`src/rtl/uart_tx_param.sv`:
```
// Parametrised UART transmitter: valid/ready input, fractional baud generator, parity and
// stop-bit options, and a combinational mux onto a shared line. Define UART_TX_ESC_EN for pause frames.
module uart_tx_param #(
    parameter int                   CLK_RATE  = 100_000_000,
    parameter int                   BAUD_RATE = 115200,
    parameter int                   DATA_BITS = 8,
    parameter int                   PARITY    = 0,
    parameter int                   STOP_BITS = 1,
    parameter logic [DATA_BITS-1:0] ESC       = DATA_BITS'('hB1),
    parameter logic [DATA_BITS-1:0] RESUME    = DATA_BITS'('h00)
) (
    input  logic                 CLK_I,
    input  logic                 RST_NI,
    input  logic [DATA_BITS-1:0] DATA_I,
    input  logic                 TX_VALID_I,
    output logic                 TX_READY_O,
    output logic                 TX_BUSY_O,
    output logic                 TX_DONE_O,
    input  logic                 SEND_PAUSE_I,
    input  logic                 ESC_DETECTED_I,
    input  logic                 CHANNEL_I,
    input  logic                 TX2_I,
    output logic                 TX_O
);

    localparam int                 PHASE_W   = $clog2(CLK_RATE + BAUD_RATE) + 1;
    localparam int                 CNT_W     = $clog2(DATA_BITS);
    localparam logic [PHASE_W-1:0] BAUD_INC  = PHASE_W'(BAUD_RATE);
    localparam logic [PHASE_W-1:0] CLK_WRAP  = PHASE_W'(CLK_RATE);
    localparam logic [CNT_W-1:0]   LAST_BIT  = CNT_W'(DATA_BITS - 1);
    localparam logic               LAST_STOP = 1'(STOP_BITS - 1);

    typedef enum logic [2:0] {
        S_IDLE,
        S_START,
        S_DATA,
        S_PARITY,
        S_STOP
    } state_t;

    state_t               state_q, state_d;
    logic                 tx_q, tx_d;
    logic [DATA_BITS-1:0] shift_q, shift_d;
    logic [CNT_W-1:0]     bit_cnt_q, bit_cnt_d;
    logic                 stop_cnt_q, stop_cnt_d;
    logic                 parity_q, parity_d;
    logic [PHASE_W-1:0]   phase_q, phase_d;
    logic [PHASE_W-1:0]   phase_sum;
    logic                 tick;
    logic                 ready;
    logic                 done;
    logic                 load;
    logic [DATA_BITS-1:0] load_word;
    logic                 pause_change;

`ifdef UART_TX_ESC_EN
    logic pausing_q, pausing_d;
    logic last_esc_q, last_esc_d;

    assign pause_change = SEND_PAUSE_I != pausing_q;
`else
    logic unused_inputs;

    assign unused_inputs = ^{SEND_PAUSE_I, ESC_DETECTED_I, ESC, RESUME};
    assign pause_change  = 1'b0;
`endif

    assign ready      = (state_q == S_IDLE) && !CHANNEL_I && !pause_change;
    assign TX_READY_O = ready;
    assign TX_BUSY_O  = state_q != S_IDLE;
    assign TX_DONE_O  = done;
    assign TX_O       = CHANNEL_I ? TX2_I : tx_q;

    // The phase keeps its remainder across bits, so bit lengths dither between floor and ceil.
    always_comb begin
        state_d    = state_q;
        tx_d       = tx_q;
        shift_d    = shift_q;
        bit_cnt_d  = bit_cnt_q;
        stop_cnt_d = stop_cnt_q;
        parity_d   = parity_q;
        phase_d    = '0;
        tick       = 1'b0;
        done       = 1'b0;
        load       = 1'b0;
        load_word  = '0;
`ifdef UART_TX_ESC_EN
        pausing_d  = pausing_q;
        last_esc_d = last_esc_q;
`endif
        phase_sum  = phase_q + BAUD_INC;

        if (state_q != S_IDLE) begin
            if (phase_sum >= CLK_WRAP) begin
                tick    = 1'b1;
                phase_d = phase_sum - CLK_WRAP;
            end else begin
                phase_d = phase_sum;
            end
        end

        unique case (state_q)
            S_IDLE: begin
                tx_d = 1'b1;
`ifdef UART_TX_ESC_EN
                if (!CHANNEL_I && pause_change) begin
                    pausing_d = SEND_PAUSE_I;
                    if (!last_esc_q) begin
                        load      = 1'b1;
                        load_word = SEND_PAUSE_I ? ESC : RESUME;
                    end
                end
`endif
                if (TX_VALID_I && ready) begin
                    load      = 1'b1;
                    load_word = DATA_I;
`ifdef UART_TX_ESC_EN
                    last_esc_d = ESC_DETECTED_I;
`endif
                end
            end
            S_START: begin
                if (tick) begin
                    state_d   = S_DATA;
                    tx_d      = shift_q[0];
                    shift_d   = shift_q >> 1;
                    bit_cnt_d = '0;
                end
            end
            S_DATA: begin
                if (tick) begin
                    if (bit_cnt_q == LAST_BIT) begin
                        if (PARITY != 0) begin
                            state_d = S_PARITY;
                            tx_d    = parity_q;
                        end else begin
                            state_d    = S_STOP;
                            tx_d       = 1'b1;
                            stop_cnt_d = 1'b0;
                        end
                    end else begin
                        tx_d      = shift_q[0];
                        shift_d   = shift_q >> 1;
                        bit_cnt_d = bit_cnt_q + CNT_W'(1);
                    end
                end
            end
            S_PARITY: begin
                if (tick) begin
                    state_d    = S_STOP;
                    tx_d       = 1'b1;
                    stop_cnt_d = 1'b0;
                end
            end
            S_STOP: begin
                if (tick) begin
                    if (stop_cnt_q == LAST_STOP) begin
                        state_d = S_IDLE;
                        done    = 1'b1;
                    end else begin
                        stop_cnt_d = 1'b1;
                    end
                end
            end
            default: begin
                state_d = S_IDLE;
                tx_d    = 1'b1;
            end
        endcase

        if (load) begin
            state_d    = S_START;
            tx_d       = 1'b0;
            shift_d    = load_word;
            parity_d   = (PARITY == 1) ? ~^load_word : ^load_word;
            bit_cnt_d  = '0;
            stop_cnt_d = 1'b0;
        end

        // Handing the line to the second source abandons the frame without a done pulse.
        if (CHANNEL_I) begin
            state_d = S_IDLE;
            tx_d    = 1'b1;
            phase_d = '0;
            done    = 1'b0;
`ifdef UART_TX_ESC_EN
            pausing_d  = 1'b0;
            last_esc_d = 1'b0;
`endif
        end
    end

    always_ff @(posedge CLK_I or negedge RST_NI) begin
        if (!RST_NI) begin
            state_q    <= S_IDLE;
            tx_q       <= 1'b1;
            shift_q    <= '0;
            bit_cnt_q  <= '0;
            stop_cnt_q <= 1'b0;
            parity_q   <= 1'b0;
            phase_q    <= '0;
`ifdef UART_TX_ESC_EN
            pausing_q  <= 1'b0;
            last_esc_q <= 1'b0;
`endif
        end else begin
            state_q    <= state_d;
            tx_q       <= tx_d;
            shift_q    <= shift_d;
            bit_cnt_q  <= bit_cnt_d;
            stop_cnt_q <= stop_cnt_d;
            parity_q   <= parity_d;
            phase_q    <= phase_d;
`ifdef UART_TX_ESC_EN
            pausing_q  <= pausing_d;
            last_esc_q <= last_esc_d;
`endif
        end
    end

endmodule

```
`config.mk`:
```
export PLATFORM = sky130hd
export DESIGN_NAME = uart_tx_param
export DESIGN_NICKNAME = d
export VERILOG_FILES = /design/src/rtl/uart_tx_param.sv
export SDC_FILE = /design/constraint.sdc
export NUM_CORES = 1
export LEC_CHECK = 0
export ABC_CLOCK_PERIOD_IN_PS = 4300
export CELL_PAD_IN_SITES_DETAIL_PLACEMENT = 1
export CELL_PAD_IN_SITES_GLOBAL_PLACEMENT = 1
export CORE_MARGIN = 2
export CORE_UTILIZATION = 25
export DETAILED_ROUTE_END_ITERATION = 8
export GPL_TIMING_DRIVEN = 0
export PLACE_DENSITY = 0.58
export SLEW_MARGIN = 25
export SYNTH_ARGS = -nofsm -noshare
export SYNTH_HDL_FRONTEND = slang
export SYNTH_SLANG_ARGS = --single-unit
```
`constraint.sdc`:
```
create_clock -name CLK_I -period 4.3 [get_ports CLK_I]
set_input_delay 0.86 -clock CLK_I [delete_from_list [all_inputs] [get_ports CLK_I]]
set_output_delay 0.86 -clock CLK_I [all_outputs]
set_load 0.005 [all_outputs]
```
==> metrics <==
H-tree Lvls=2; Worst setup SP type=flop; TritonCTS clock tree=yes; die width=104 um; TritonRoute pass-1 iters=6; CP Capture Type=primary output; synth top area cells=dfrtp_1 34%, xnor2_1 8.5%, nor2_1 5.7%, mux2_2 4.5%, mux2_4 4.2%; post-synthesis sequential area ratio=35.3%; Layout area overhead=22.3%; Clock Sink Count=35; Worst Max-Slew Pin Slew=0.626 ns; share of cells above drive strength 1=18.8%; Post-DRT Antenna Nets=0; hold slack=0.495 ns; initial antenna violation count=0; Num CTS Buffers=5; LEAKAGE=1.22 nW; Setup Skew=0.00631 ns; max-cap viol count=0; placed cell count=414; commonest non-fill, non-tap cells in the layout=38 x nor2_1, 32 x dfrtp_1, 24 x xnor2_1; routed length per instance=14.6 um; commonest non-fill, non-tap cell in the layout=nor2_1; final WL=6240 um; CTS max path bufs=2; crit path DAT=3.26 ns; post-synthesis cell count=264; Total Neg Setup Slack=0 ns; Yosys reg bits=35; vias in the first global route=2144; site row count=36; gpl congestion=0.777; maximum vdd drop=0.149 mV; post-layout net count=313; Post-Syn Area=2490 sq um; RSZ-0062 raised after global routing=false; post-place setup slack=-0.897 ns; root buffer cell=clkbuf_8; fin crit share=95.8%; I/O Buffers=16; Setup Crit Path Kind=reg -> out; ys async rst share=100%; routed vias=2046; latest clock arrival within the worst-skew pair=0.29 ns; DP HPWL=4630 um; status=finished clean; Starting DRT DRC Count=47; initial core utilization=25.6%; ant diodes=0; global-route wire length before repair=10600 um; Post-synth top flop=dfrtp_1; clock-pin slew on the worst setup and hold paths=0.08 ns; Worst Path Required=3.44 ns; post-synth top area share=34.2%; area leader, netlist=dfrtp_1; slew margin rel.=58.3%; Post-synth EDFFs=0; Max Freq=243 MHz; # setup viols final=0; Die ar.=10800 sq um; Avg Cell Area, Syn=9.42 sq um; Die H=104 um; Top Ports=19; largest net degree at the start of global routing=22; GRT Total Usage=12.1%; Min Clock Period, post-route=4.12 ns; HP Class=in -> async; min setup slack post-route=0.183 ns; Cell Count, Final, Fillers Out=426; Ys Warns=0; total power=0.912 mW; vias per std cell=4.80; core area=9730 sq um; gr ovfl total=0; CP Max Fanout=19; Pins Over Slew Limit=0; final hold violation count=0; PwrDens=300 nW/um^2; DRC=0; Netlist cell types=57; syn nets=285
[logic make-up (layout without fill, tap and decap cells)]
kind of cell    after synthesis  in the layout  synth area share, %
mux                          19             19                 9.56
flops                        35             35                 35.3
compound gates               48             48                 14.9
simple gates                105            105                 22.1
xor+xnor                     36             36                 12.7
buf+inv                      15             44                 2.47
fa+ha+maj                     6              6                 3.02
[critical path, stage by stage, from the launching register on]
cell             delay [ns]
dfrtp_2                0.46
ha_4                   0.20
nand4_1                0.25
or3_4                  0.41
o311a_4                0.35
o311ai_4               0.32
o211ai_4               0.16
buf_8                  0.19
nor2_1                 0.11
clkdlybuf4s50_1        0.51
[synthesized netlist by cell type, types with 6 or more instances]
cell type and count:
a21oi_1 11, clkbuf_1 8, dfrtp_1 34, ha_1 6
mux2_2 10, mux2_4 7, nand2_1 13, nand2b_1 6
nand3_1 6, nor2_1 38, nor3_1 12, o21ai_0 11
xnor2_1 24, xor2_1 12
[sequential cells by signal, summed over array words and instances (netlist names)]
signal and count:
phase_q 20, shift_q 8, bit_cnt_q 3, state_q 3, tx_q 1
[stage by stage]
stage	instance area, sq um	util, %
4_1_cts	2990	30.7
2_1_floorplan	2490	-
5_1_grt	3040	31.3
3_3_place_gp	2810	28.9
3_5_place_dp	2840	29.1
6_report	3040	31.3
[final timing paths]
check | start | end | slack, ns | depth (start not counted)
worst max-delay path | phase_q[9] | TX_DONE_O | 0.18 | 9
worst min-delay path | RST_NI | shift_q[4] | 0.49 | 1
worst max register to register | phase_q[9] | shift_q[5] | 0.81 | 9
worst min register to register | shift_q[7] | shift_q[7] | 0.51 | 1
max in group asynchronous | RST_NI | state_q[1] | 3.36 | 2
min in group CLK_I | shift_q[7] | shift_q[7] | 0.51 | 1
[layer usage]
layer | part of all wire [%] | up-vias | global-route usage, %
li1 | - | 993 | -
met4 | 0.64 | 0 | 3.38
met3 | 2.3 | 2 | 2.14
met1 | 48 | 1030 | 15.8
met5 | 0 | - | 0
met2 | 49 | 21 | 20.6
[layout make-up]
type                       count  area (sq um)
fill                        1153          6690
multi-input combinational    214          1580
sequential                    35           880
timing repair buffer          24           235
tap                          133           166
clock buffer                   6          82.6
buffer                         8          46.3
clock inverter                 2          35.0
inverter                       4          15.0
[power by group]
group          switching (mW)  leakage [nW]  internal [mW]
Combinational          0.0803         0.690          0.113
Clock                   0.132        0.0612          0.188
Sequential             0.0299         0.465          0.369
[repair_timing]
| action | in CTS | in global routing |
|---|---|---|
| gates resized for setup | 7 | 5 |
| setup endpoints to repair | 1 | 1 |
| hold buffers | 0 | 0 |
| pin swaps | 2 | 2 |
| buffers inserted | 2 | 5 |
(Power assumes the default switching activity.)
==> variant 1 (same settings) <==
Set the parameter `BAUD_RATE` to 230400 (it was 115200).
--- a/src/rtl/uart_tx_param.sv
+++ b/src/rtl/uart_tx_param.sv
@@ -2,7 +2,7 @@
 // stop-bit options, and a combinational mux onto a shared line. Define UART_TX_ESC_EN for pause frames.
 module uart_tx_param #(
     parameter int                   CLK_RATE  = 100_000_000,
-    parameter int                   BAUD_RATE = 115200,
+    parameter int                   BAUD_RATE = 230400,
     parameter int                   DATA_BITS = 8,
     parameter int                   PARITY    = 0,
     parameter int                   STOP_BITS = 1,
Check against the original RTL: same outputs for any inputs over 10 cycles, from zero or initial values and one cycle with RST_NI low; that may be too few to reach the edited logic, so the function may still have changed.
==> variant 1 against the unedited design <==
First-iteration DRC count up 45%; wire length up 33%; total power shrank 8.8%; setup slack gained 0.066 ns; area after synthesis up 9.8%; core utilization shrank 0.80 points; sequential cell count did not move; final area increased by 7.6%; global-route usage increased by 3.1 points; critical endpoint unchanged; largest cell class unchanged.
==> variant 1: results (changes against the unedited design) <==
- The run finished with clean final reports.
- Post-CTS setup buffer count: 1 (-1)
- Peak Freq: 247 MHz (+1.6%)
- The length of routed met2 wiring was 3950 microns (+30%).
- The number of vias per cell after detailed routing is 5.29 (+10%).
- The routed metal-1 wirelength was 4020 microns (+33%).
* Final Net Count: 356 (+14%)
* # resized after CTS: 3 (-4)
- Layout fillers: 1296 (+12%)
- The largest single stage delay on the critical path is 0.52 ns.
- The global-route wire length before repair was 13800 microns (+30%).
- Endpoint of the worst-slack reg-to-reg timing path: phase_q[21]
* Via count of the first global-routing pass: 2605 (+22%)
* Critical path data arrival time: 3.19 ns (-0.07 ns)
- Maximum fanout along the worst path: 10 (-9)
- Share of layout cells above drive strength 1: 15.4% (-3.3 points)
* Yosys cell types: 74 (+30%)
* Skew-Pair Late Insertion Delay: 0.29 ns (about the same)
- The mean cell area of the mapped netlist was 8.86 sq um (-5.9%).
* Number of instances in the placed design: 464 (+12%)
- The min-delay analysis places its worst path in the category in2async.
- The total CTS buffers is 5 (unchanged).
* Final GP Congestion: 0.780 (+0.40%)
- Total GRT Usage: 15.1% (+3.1 points)
* Post-detail-place hpwl: 6200 microns (+34%)
- The slowest stage of the critical path belongs to the cell clkdlybuf4s50_1.
- Sequential element share of the synthesized area: 32.1% (-3.1 points)
* Commonest cells post-synth: dfrtp_1, nand2_1, nor2_1, a21oi_1
- Number of antenna violations at the first check in global routing: 0 (unchanged)
* First-pass DRT Iterations: 4 (-2)
- Pin count of the biggest net entering global routing: 25 (+14%)
* Post-place setup slack: -0.0450 ns (+0.852 ns)
- In this run the worst setup path terminates at TX_DONE_O.
* Root cell of the clock tree: clkbuf_8
- The final clock skew was 0.0115 ns (+0.00516 ns).
- Wire length on met3: 230 microns (+63%)
* H-Tree Depth: 2 (unchanged)
* Uppermost signal routing layer after detailed routing: met4
- Detailed router's first-iteration violation count: 68 (+45%)
- The register-to-register setup slack came to 0.99 ns (+0.18 ns).
- The clock-pin slew on the worst setup and hold paths was 0.08 ns (about the same).
- Area contributors post-synth: dfrtp_1, xnor2_1, nand2_1
- The logic depth of the worst register-to-register path was 13 (+4).
- The peak supply drop was 0.125 mV (-16%).
- Number of buffers between clock root and the deepest sink: 2 (unchanged)
- Number of antenna cells inserted: 0 (unchanged)
- The static power due to leakage was 1.25 nW (+2.4%).
- The number of nets in the synthesized netlist is 328 (+15%).
- The routed length per placed instance was 17.4 microns (+19%).
- Share of flip-flops with an asynchronous set or reset after synthesis: 100% (unchanged)
* Biggest registers after layout: phase_q (20), shift_q (8)
* Count of buffers inserted at the top-level ports: 15 (-1)
* DRT Wirelength: 8280 microns (+33%)
- Worst setup startpoint: phase_q[10]
* Worst-margin pin slew: 0.922 ns (+0.296 ns)
* Delay-heaviest family, CP: simple AND/OR/NAND/NOR gates
- DP Area: 0.00307 sq mm (+8.3%)
-- variant 1: where the power goes --
group	switching (W)	total [W]	internal, W
combinational	0.0000976	0.000162	0.0000640
clock	0.000131	0.000304	0.000173
sequential	0.0000148	0.000366	0.000352
total	0.000243	0.000832	0.000589
-- variant 1: per-layer routing --
metal | vias up | global-route usage [%]
met2 | 31 | 25.5
li1 | 1229 | -
met5 | - | 0
met1 | 1259 | 20.3
met3 | 6 | 2.17
met4 | 0 | 3.75
-- variant 1: cells by family after synthesis --
logic type | after synthesis | synth area share (%)
XOR/XNOR | 16 | 5.41
flip-flops | 35 | 32.1
buffers and inverters | 29 | 5.59
AND/OR/NAND/NOR | 123 | 26.7
AO/OA/AOI/OAI | 97 | 26.7
multiplexers | 3 | 1.15
adder cells (fa/ha/maj) | 5 | 2.29
-- variant 1: cell type report --
class                   count  area (sq um)  share of cell area [%]
inverters                   6          22.5                   0.688
flip-flops and latches     35           880                    26.9
clock inverters             2          37.5                    1.15
repair buffers             22           210                    6.42
well taps                 140           175                    5.35
multi-input cells         244          1750                    53.4
plain buffers              22           126                    3.86
clock buffers               6          72.6                    2.22
-- variant 1: worst min-delay path by stage --
stage            startpoint           end  slack [ns]  cells after the start
3_5_place_dp     shift_q[7]    shift_q[7]        0.49                      1
6_report             RST_NI   phase_q[14]        0.46                      1
3_3_place_gp   bit_cnt_q[0]  bit_cnt_q[0]        0.49                      1
4_1_cts              RST_NI   phase_q[14]        0.47                      1
2_1_floorplan    shift_q[7]    shift_q[7]        0.47                      1
5_1_grt              RST_NI   phase_q[14]        0.47                      1
-- variant 1: worst reg2reg max path: cells and delay by family (launching register included) --
family,cells,cell delay [ns]
flops,1,0.45
simple gates,3,0.78
fa+ha+maj,1,0.17
compound gates,3,0.78
buf+inv,5,0.91
xor+xnor,1,0.15
==> variant 2 (config.mk and constraints unchanged) <==
Without the edit above. Register the output `TX_O`, with the module's reset; this adds one clock of latency there. The other outputs are not delayed to match.
--- a/src/rtl/uart_tx_param.sv
+++ b/src/rtl/uart_tx_param.sv
@@ -69,7 +69,13 @@
     assign TX_READY_O = ready;
     assign TX_BUSY_O  = state_q != S_IDLE;
     assign TX_DONE_O  = done;
-    assign TX_O       = CHANNEL_I ? TX2_I : tx_q;
+    always_ff @(posedge CLK_I or negedge RST_NI) begin
+        if (!RST_NI) begin
+            TX_O <= '0;
+        end else begin
+            TX_O <= CHANNEL_I ? TX2_I : tx_q;
+        end
+    end
 
     // The phase keeps its remainder across bits, so bit lengths dither between floor and ceil.
     always_comb begin
Formal check against the unedited RTL: not equivalent (a bounded check fails within 4 cycles, from zero or initial values and one cycle with RST_NI low).
==> variant 2 against the unedited design <==
Wire length rose by 2.0%; final cell count rose by 0.23%; area after synthesis rose by 1.0%; critical endpoint unchanged; die area rose by 0.97%; setup slack barely moved; non-clock buffer count did not move; final area barely moved; sequential cell count rose by 1; total power fell by 6.3%; critical path depth rose by 1; worst hold slack improved by 0.0067 ns; global-route usage rose by 0.31 points.
==> variant 2: results (changes against the unedited design) <==
- In this run the worst setup path terminates at TX_DONE_O.
- The filler cell count was 1169 (+1.4%).
* Share of cell area taken by muxes after synthesis: 9.47% (-0.095 points)
- Via count of the first global-routing pass: 2151 (+0.33%)
- The number of cells after detailed placement is 415 (+0.24%).
- The global-route wire length before repair is 10900 microns (+2.5%).
* Root cell of the clock tree: clkbuf_8
- Post-place setup slack: -0.805 ns (+0.0920 ns)
- # resized after CTS: 7 (unchanged)
- After synthesis, the most frequently instantiated cells are nor2_1, dfrtp_1, xnor2_1, nand2_1.
* Area contributors post-synth: dfrtp_1, xnor2_1, nor2_1
* Pleak: 1.21 nW (-0.53%)
- The met2 routing resource usage after global routing is 20.8% (+0.24 points).
- Peak Freq: 243 MHz (about the same)
- Share of layout cells above drive strength 1: 19.4% (+0.62 points)
- Length in cells of the worst reg-to-reg path: 10 (+1)
* Delay-heaviest family, CP: buffers and inverters
- The xor and xnor area share after synthesis came to 12.6% (-0.13 points).
* Endpoint of the worst-slack reg-to-reg timing path: shift_q[1]
* Cell Int Power: 0.000607 W (-9.4%)
* Global routing usage on met3: 2.19% (+0.053 points)
* Post-Layout Cell Count: 427 (+0.23%)
- Master of the slowest instance on the critical path: clkdlybuf4s50_1
* Final GP Congestion: 0.748 (-3.6%)
- Synthesized-area fraction occupied by ao, oa, aoi and oai cells: 14.7% (-0.15 points)
* Met1 Use GR: 16.7% (+0.96 points)
- Final Net Count: 314 (+0.32%)
- The final clock skew is 0.00811 ns (+0.00180 ns).
- Status: finished, final reports clean
- The placed wire-length estimate was 4690 microns (+1.3%).
- The routed wire length is 6360 microns (+2.0%).
* Post-synthesis share of cell area spent on full adders, half adders and majority gates: 2.99% (-0.030 points)
- Portion of total power attributed to the clock network: 29.3% (-5.8 points)
- Worst-margin pin slew: 0.610 ns (-0.0154 ns)
- Synth warnings: 0 (unchanged)
- The register area share after synthesis is 35.9% (+0.64 points).
* Power Sequential: 0.000409 W (+3%)
- Synthesized Nets: 286 (+0.35%)
* Register-to-register setup slack: 0.84 ns (+0.03 ns)
* VDD IR-drop max: 0.138 mV (-7.7%)
- Detailed router's first-iteration violation count: 44 (-6.4%)
- The number of detailed-route iterations in the first pass is 4 (-2).
* Share of total power in sequential cells: 47.8% (+4.1 points)
* Gate count after technology mapping: 265 (+0.38%)
- Avg Vias per Cell: 4.71 (-1.9%)
==> variant 2: cell count changes in the layout (fill, tap and decap cells not counted), sizes merged <==
| cell | delta |
|---|---|
| clkbuf | -1 |
| clkinv | +2 |
| bufinv | -1 |
| dfrtp | +1 |
==> variant 2: layout make-up <==
type	instances	area (sq um)	area share [%]
Buffer	8	46.3	1.52
Clock buffer	5	68.8	2.26
Clock inverter	3	18.8	0.618
Inverter	4	15.0	0.494
Multi-Input combinational cell	214	1580	52.1
Sequential cell	36	906	29.8
Tap cell	133	166	5.48
Timing Repair Buffer	24	235	7.74
==> variant 2: layer usage <==
layer	part of all wire, %	wire, microns
met1	49	3120
met2	48	3070
met3	2.2	138
met4	0.64	41
met5	0	0
==> variant 2: stage by stage <==
step	hold WS, ns	instance area, sq um
finish	0.502	3040
global route	0.518	3040
CTS	0.504	2980
detailed placement	0.484	2860
global placement	0.484	2840
floorplan	0.460	2510
